==> src/rtl/artemis_ddr3_burst_ctrl.sv <==
// artemis_ddr3_burst_ctrl: drives one MCB user port. It splits a user burst into
// commands of up to MAX_BL words and moves the data between the user stream and the
// MCB write/read FIFOs. It reports done/error to the Wishbone slave above it.
module artemis_ddr3_burst_ctrl #(
    parameter int unsigned MAX_BL  = 64,
    parameter int unsigned TIMEOUT = 1024
) (
    input  logic        clk,
    input  logic        rst,
    input  logic        calibration_done,
    input  logic        req_write,
    input  logic        req_read,
    input  logic [29:0] req_addr,
    input  logic [23:0] req_count,
    output logic        busy,
    output logic        done,
    output logic        error,
    input  logic [31:0] wr_data_in,
    input  logic        wr_strb,
    output logic        wr_ready,
    output logic [31:0] rd_data_out,
    output logic        rd_valid,
    input  logic        rd_ready,
    output logic        cmd_en,
    output logic [2:0]  cmd_instr,
    output logic [5:0]  cmd_bl,
    output logic [29:0] cmd_byte_addr,
    input  logic        cmd_full,
    output logic        wr_en,
    output logic [3:0]  wr_mask,
    output logic [31:0] wr_data,
    input  logic        wr_full,
    input  logic        wr_underrun,
    input  logic        wr_error,
    output logic        rd_en,
    input  logic [31:0] rd_data,
    input  logic        rd_empty,
    input  logic        rd_overflow,
    input  logic        rd_error
);

    localparam int unsigned TW = $clog2(TIMEOUT + 1);

    typedef enum logic [2:0] {IDLE, WR_FILL, WR_CMD, RD_CMD, RD_DRAIN, FINISH} state_t;

    state_t        state, state_nx;
    logic [29:0]   addr_q, addr_nx;
    logic [23:0]   rem_q, rem_nx;
    logic [6:0]    chunk_q, chunk_nx;
    logic [6:0]    xfer_q, xfer_nx;
    logic [TW-1:0] idle_q, idle_nx;
    logic          err_q, err_nx;
    logic [23:0]   rem_after;
    logic          fault;
    logic          push;
    logic          pop;

    // Words carried by the next command: the remainder, capped at MAX_BL.
    function automatic logic [6:0] chunk_of(input logic [23:0] words);
        return (words > 24'(MAX_BL)) ? 7'(MAX_BL) : words[6:0];
    endfunction

    assign rem_after = rem_q - 24'(chunk_q);
    assign fault     = wr_underrun | wr_error | rd_overflow | rd_error;
    assign error     = err_q;

    // State, address, word counters and sticky error.
    always_ff @(posedge clk) begin
        if (rst) begin
            state   <= IDLE;
            addr_q  <= '0;
            rem_q   <= '0;
            chunk_q <= '0;
            xfer_q  <= '0;
            idle_q  <= '0;
            err_q   <= 1'b0;
        end else begin
            state   <= state_nx;
            addr_q  <= addr_nx;
            rem_q   <= rem_nx;
            chunk_q <= chunk_nx;
            xfer_q  <= xfer_nx;
            idle_q  <= idle_nx;
            err_q   <= err_nx;
        end
    end

    // Next-state logic and all port outputs.
    always_comb begin
        state_nx      = state;
        addr_nx       = addr_q;
        rem_nx        = rem_q;
        chunk_nx      = chunk_q;
        xfer_nx       = xfer_q;
        idle_nx       = idle_q;
        err_nx        = err_q | fault;
        push          = 1'b0;
        pop           = 1'b0;
        busy          = 1'b0;
        done          = 1'b0;
        wr_ready      = 1'b0;
        wr_en         = 1'b0;
        wr_mask       = '0;
        wr_data       = '0;
        rd_valid      = 1'b0;
        rd_en         = 1'b0;
        rd_data_out   = '0;
        cmd_en        = 1'b0;
        cmd_instr     = '0;
        cmd_bl        = '0;
        cmd_byte_addr = '0;
        case (state)
            IDLE: begin
                if (calibration_done && (req_write || req_read)) begin
                    addr_nx  = {req_addr[29:2], 2'b00};
                    rem_nx   = req_count;
                    chunk_nx = chunk_of(req_count);
                    xfer_nx  = '0;
                    idle_nx  = '0;
                    err_nx   = fault;
                    if (req_count == '0)
                        state_nx = FINISH;
                    else if (req_write)
                        state_nx = WR_FILL;
                    else
                        state_nx = RD_CMD;
                end
            end
            WR_FILL: begin
                busy     = 1'b1;
                wr_ready = !wr_full;
                push     = wr_strb && !wr_full;
                wr_en    = push;
                wr_data  = wr_data_in;
                if (push) begin
                    if (xfer_q + 7'd1 == chunk_q) begin
                        xfer_nx  = '0;
                        state_nx = WR_CMD;
                    end else begin
                        xfer_nx = xfer_q + 7'd1;
                    end
                end
            end
            WR_CMD, RD_CMD: begin
                busy          = 1'b1;
                cmd_instr     = (state == RD_CMD) ? 3'b001 : 3'b000;
                cmd_bl        = 6'(chunk_q - 7'd1);
                cmd_byte_addr = addr_q;
                if (!cmd_full) begin
                    cmd_en  = 1'b1;
                    addr_nx = addr_q + 30'({chunk_q, 2'b00});
                    rem_nx  = rem_after;
                    if (state == RD_CMD) begin
                        // The chunk register keeps this command's length for the drain phase.
                        state_nx = RD_DRAIN;
                        xfer_nx  = '0;
                        idle_nx  = '0;
                    end else if (rem_after != '0) begin
                        state_nx = WR_FILL;
                        chunk_nx = chunk_of(rem_after);
                    end else begin
                        state_nx = FINISH;
                    end
                end
            end
            RD_DRAIN: begin
                busy        = 1'b1;
                rd_valid    = !rd_empty;
                rd_data_out = rd_data;
                pop         = !rd_empty && rd_ready;
                rd_en       = pop;
                if (pop) begin
                    idle_nx = '0;
                    if (xfer_q + 7'd1 == chunk_q) begin
                        xfer_nx = '0;
                        if (rem_q != '0) begin
                            state_nx = RD_CMD;
                            chunk_nx = chunk_of(rem_q);
                        end else begin
                            state_nx = FINISH;
                        end
                    end else begin
                        xfer_nx = xfer_q + 7'd1;
                    end
                end else if (rd_empty) begin
                    if (idle_q == TW'(TIMEOUT - 1)) begin
                        err_nx   = 1'b1;
                        state_nx = FINISH;
                    end else begin
                        idle_nx = idle_q + 1'b1;
                    end
                end else begin
                    idle_nx = '0;
                end
            end
            FINISH: begin
                busy     = 1'b1;
                done     = 1'b1;
                state_nx = IDLE;
            end
            default: state_nx = IDLE;
        endcase
    end

endmodule

==> config.mk <==
export PLATFORM = sky130hd
export DESIGN_NAME = artemis_ddr3_burst_ctrl
export DESIGN_NICKNAME = d
export VERILOG_FILES = /design/src/rtl/artemis_ddr3_burst_ctrl.sv
export SDC_FILE = /design/constraint.sdc
export NUM_CORES = 1
export LEC_CHECK = 0
export BUFFER_PORTS_ARGS = -buffer_cell sky130_fd_sc_hd__buf_2
export CORE_MARGIN = 5
export CORE_UTILIZATION = 45
export CTS_CLUSTER_DIAMETER = 120
export DETAILED_ROUTE_END_ITERATION = 12
export GPL_TIMING_DRIVEN = 0
export HOLD_SLACK_MARGIN = 0.02
export PLACE_DENSITY = 0.77
export REMOVE_ABC_BUFFERS = 1
export SYNTH_ARGS = -nofsm -noshare
export SYNTH_HDL_FRONTEND = slang
export SYNTH_SLANG_ARGS = --single-unit
==> constraint.sdc <==
create_clock -name clk -period 2.7 [get_ports clk]
set_input_delay 0.54 -clock clk [delete_from_list [all_inputs] [get_ports clk]]
set_output_delay 0.54 -clock clk [all_outputs]
set_load 0.03 [all_outputs]
---- Yosys cells after proc, flatten, opt, wreduce, memory -nomap -nowiden ----
Index checks and enable logic that the tools add are counted.
word-level totals
  bits in registers ....................... 83
  input bits .............................. 132
  word-level logic and storage cells ...... 124
  output and inout port bits .............. 115
operators by class
  $lt $le $gt $ge ......................... 3
  multiplexer cells ....................... 64
  equal/unequal tests ..................... 21
  reductions and logical operators ........ 20
  bitwise operators ....................... 4
  add/subtract/negate cells ............... 5
operators with widths
  cell                                                             number
  two-way mux 7 bit                                                16
  two-way mux 30 bit                                               3
  greater-than comparator 24 x 7 -> 1 bit (second input constant)  3
  two-way mux 11 bit                                               6
  two-way mux 32 bit                                               2
  one-hot mux 30 bit (2 select lines)                              1
  two-way mux 24 bit                                               2
  one-hot mux 24 bit (2 select lines)                              1
  nonzero test 24 bit                                              2
  two-way mux 3 bit                                                12
  one-hot mux 11 bit (3 select lines)                              1
  adder 30 x 9 -> 30 bit                                           1
  one-hot mux 7 bit (4 select lines)                               1
  logical NOT 24 bit                                               1
  subtractor 24 x 7 -> 24 bit                                      1
  one-hot mux 7 bit (3 select lines)                               1
  inequality test 2 bit (second input constant)                    10
  two-way mux 1 bit                                                14
  one-hot mux 3 bit (4 select lines)                               1
  adder 11 x 1 -> 11 bit (second input constant)                   1
  equality test 11 x 10 -> 1 bit (second input constant)           1
  inequality test 3 bit (second input constant)                    3
  AND reduction 8 bit                                              1
  adder 7 x 1 -> 7 bit (second input constant)                     1
  23 further kinds                                                 31

---- Longest topological paths before layout ----
  depth after elaboration ................. 8
  mapped depth ............................ 12
  depth with buffers taken out ............ 11

---- Worst setup path after synthesis ----
OpenSTA, ideal clock, no wires.
  path type ............................... register to register
  from .................................... register chunk_q[3]
  to ...................................... register chunk_q[6]
  setup slack ............................. -0.218 ns
  data required time ...................... 2.614 ns
  library setup time ...................... 0.086 ns
  data arrival time ....................... 2.831 ns
  buffers on the path ..................... 1
  cell stages (with the launch flop) ...... 12
  clock period less this slack ............ 2.918 ns
  path through ............................ dfxtp_1 > inv_1 > ha_1 > buf_2 > a21o_1 > a21o_1 > or3_1 > a211oi_1 > nand2_1 > a2111oi_4 > a211oi_2 > a221oi_2
on the way
  cells in the longest elaborated chain, start to end .. 7
RTL lines
  element                                  RTL line  text
  from (decl)                              49        logic [6:0] chunk_q, chunk_nx;
  from (signal assigned)                   81        chunk_q <= chunk_nx;
  subtractor 24 x 7 -> 24 bit              63        assign rem_after = rem_q - 24'(chunk_q);
  greater-than comparator 24 x 7 -> 1 bit  60        return (words > 24'(MAX_BL)) ? 7'(MAX_BL) : words[6:0];
  two-way mux 7 bit                        60
  two-way mux 7 bit                        158       end else if (rem_after != '0) begin
  two-way mux 7 bit                        153       if (state == RD_CMD) begin
  two-way mux 7 bit                        149       if (!cmd_full) begin
  one-hot mux 7 bit (3 select lines)       112       case (state)
Several ways; a longest one is shown, not always the timed one. The select of a mux whose other input is x is not followed.
A chain may end at the register's enable or synchronous reset.

---- Worst setup path after layout ----
  from .................................... register rem_q[0]
  to ...................................... register chunk_q[6]
on the way
  cells in the longest elaborated chain, start to end .. 7
RTL lines
  element                                  RTL line  text
  from (decl)                              48        logic [23:0] rem_q, rem_nx;
  from (signal assigned)                   80        rem_q <= rem_nx;
  subtractor 24 x 7 -> 24 bit              63
  greater-than comparator 24 x 7 -> 1 bit  60
  two-way mux 7 bit                        60
  two-way mux 7 bit                        158
  two-way mux 7 bit                        153
  two-way mux 7 bit                        149
  one-hot mux 7 bit (3 select lines)       112
Several ways; a longest one is shown, not always the timed one. The select of a mux whose other input is x is not followed.

==> metrics.txt <==
status finished with violations; failing checks negative setup slack; Syn Area/Cell between 7 and 8 µm²; CP Class reg -> reg; gr ovfl total 0; TritonCTS buffer count 9; endpoint class of the critical path flop; Mapped Cells just under 900; ys async rst share 0%; First-pass DRT Iterations 6; clk root buf clkbuf_16; Post-synth top flop dfxtp_1; Overall Global Routing Usage between 20% and 30%; Routability Congestion approximately 0.86; Post-DP HPWL about 16000 µm; Hold Path Depth 3; Pwr Density around 1300 nW/µm²; die footprint about 17000 µm²; maximum clock rate around 350 MHz; setup TNS -926 ps; # rows 43; complex-gate fraction of the synthesized area between 20% and 30%; Fill cells between 1000 and 1500; Max IR drop VDD ~0.63 mV; DRC Markers 0; Clock Latency Late Sink between 300 and 400 ps; arrival time worst endpoint 3110 ps; number of stages on the worst setup path 13; die width roughly 130 µm; delay-heaviest family, CP compound AO/OA/AOI/OAI gates; Synthesis Warnings 0; Starting Density a little under half; placed cell count 1250; post-layout minimum cycle time 2860 ps; post-synth cell types 76; fin cells 1306; final hold vios 0; post-synthesis simple-gate area fraction between 30% and 40%; Slew @ Worst Pin roughly 890 ps; Hold WS ~450 ps; endpoints failing setup 8; slowest stage delay, CP around 340 ps; Max-Slew Margin vs Limit just over 40%; count leader, synth nor2_1; sequential area share after synthesis about a quarter; final worst slack -163 ps; Post-synth EDFFs 0; cell accounting for the most synthesized area dfxtp_1; Reg clk slew, reported paths around 70 ps; nets approximately 1300; crit-path most repeated cell buf_6; RSZ-0062 raised after global routing true; post-route ant nets 0; global-route wire length before repair about 35000 µm; mux cell area share after synthesis ~1.1%; synth-to-layout area growth 36.3%; Worst Path Max Fanout 8; Ports 247; Worst setup SP type flop; Initial DRC Count about 770; sum of buffers and inverters on the critical path 3; largest net degree at the start of global routing between 70 and 80; antenna cells 0; CTS HTree Levels 3; share of post-route cells with drive strength above 1 approximately a third; Synth Cell Area between 6000 and 7000 µm²; Final period util 106%; Area contributors post-synth dfxtp_1 (25%), and2_1 (6.1%), nor2_1 (5.8%); FF+latch count, synth 81; initial antenna violation count 1; Clock Skews roughly 7.3 ps; FF-to-FF path depth 13; final core occ a little over three fifths; MaxCap Viol Count 0; largest family of logic cells by synthesized area simple AND/OR/NAND/NOR gates; Critical Path Slowest Stage Cell dfxtp_2; post-synthesis xor/xnor area fraction under 10%; post-DR vias/cell 6.06; CTS tree done; drt total wl 23600 µm; PortBufs between 200 and 250; vias in the first global route about 7000; top cells by count, synth nor2_1 (100), dfxtp_1 (81), and2_1 (63); Post-CTS Hold Buffers 0; Slew Limit Fails 0; Die Span Y 130 µm; Post-Synth Adder-Cell Area 3.92%; worst hold path class in -> reg; Leakage 3.89 nW; top-area cell type share of the netlist area 25.1%; Max clock buf depth 2; Crit path required time a little under 3000 ps; Core Region roughly 14000 µm²; via count approximately 7900; CTS sink cnt about 80; routed len/inst 18.1 µm; CP cell instances inv_2, ha_4, fa_2, buf_6, xor2_4, nand4b_1, mux2_4, a211oi_4, nand2_2, a2111oi_4, buf_6, a211oi_2, a221oi_2
-- power breakdown --
| part | internal [mW] | switching (mW) |
|---|---|---|
| Clock | 0.814 | 0.522 |
| Sequential | 1.64 | 0.579 |
| Combinational | 3.10 | 4.51 |
| Total | 5.55 | 5.61 |
-- flip-flops by register name, indices dropped and copies added, names as in the netlist --
register,cells
addr_q,28
rem_q,24
idle_q,11
chunk_q,7
xfer_q,7
state,3
error,1
-- routing by layer --
layer	global-route usage (%)	routed length, µm	vias to the layer above	part of all wire (%)
li1	-	-	3721	-
met1	33.7	9450	3689	40
met2	42.0	11500	454	49
met3	4.38	2140	53	9.1
met4	8.01	506	2	2.1
met5	0	13	-	0.055
-- final timing paths --
kind,slack (ps),startpoint,endpoint
worst max-delay path,-160,rem_q[0]$_SDFFE_PP0P_,chunk_q[6]$_SDFFE_PP0P_
worst min-delay path,450,req_addr[29],addr_q[29]$_SDFFE_PP0P_
worst max register to register,-160,rem_q[0]$_SDFFE_PP0P_,chunk_q[6]$_SDFFE_PP0P_
worst min register to register,470,addr_q[8]$_SDFFE_PP0P_,addr_q[8]$_SDFFE_PP0P_
-- placed cells by master, fill, tap and decap left out, drive strengths merged, types with 7 or more instances in the layout --
| cell type | n |
|---|---|
| conb | 8 |
| or3 | 14 |
| nor3 | 34 |
| and3 | 42 |
| inv | 22 |
| o31ai | 7 |
| dfxtp | 81 |
| xor2 | 10 |
| a31oi | 15 |
| nand2 | 61 |
| a21o | 7 |
| buf | 281 |
| a21oi | 60 |
| nand3 | 18 |
| a22oi | 11 |
| o22ai | 11 |
| nor2 | 103 |
| clkbuf | 10 |
| nor4 | 17 |
| a211oi | 23 |
| nand4 | 19 |
| o21ai | 46 |
| ha | 17 |
| nand2b | 14 |
| and2 | 63 |
| xnor2 | 14 |
| o211ai | 7 |
-- final cells by class --
| type | count | area (µm²) | area share [%] |
|---|---|---|---|
| clock buffer | 10 | 229 | 2.60 |
| clock inverter | 6 | 90.1 | 1.02 |
| inverter | 23 | 93.8 | 1.07 |
| multi-input combinational | 724 | 4870 | 55.4 |
| sequential | 81 | 1660 | 18.9 |
| tap | 180 | 225 | 2.56 |
| timing repair buffer | 281 | 1620 | 18.4 |
| timing repair inverter | 1 | 5.00 | 0.0569 |
-- through the flow --
stage               setup WS [ps]  area (µm²)  total power [mW]
finish                       -163        8790              11.2
CTS                         -26.5        8570              10.5
global placement            -3810        7590              7.43
floorplan                   -1400        6180              6.29
detailed placement          -1790        7710              7.95
global route                 -291        8790              11.9
-- logic make-up after synthesis --
| group | Yosys count |
|---|---|
| AO/OA/AOI/OAI | 253 |
| adder cells (fa/ha/maj) | 19 |
| other | 1 |
| AND/OR/NAND/NOR | 412 |
| XOR/XNOR | 24 |
| flip-flops | 81 |
| multiplexers | 7 |
| buffers and inverters | 93 |
-- worst min-delay path: stages --
cell and delay, ps:
buf_2 90, nand2_1 50, a31oi_1 60
-- timing repair --
action | in CTS | in global routing
resized for setup | 82 | 33
pin swaps | 26 | 18
setup endpoints to repair | 187 | 63
hold endpoints to repair | 0 | 0
gates cloned | 2 | 0
setup buffers | 29 | 9
No activity file was read; power rests on OpenSTA's default activity.
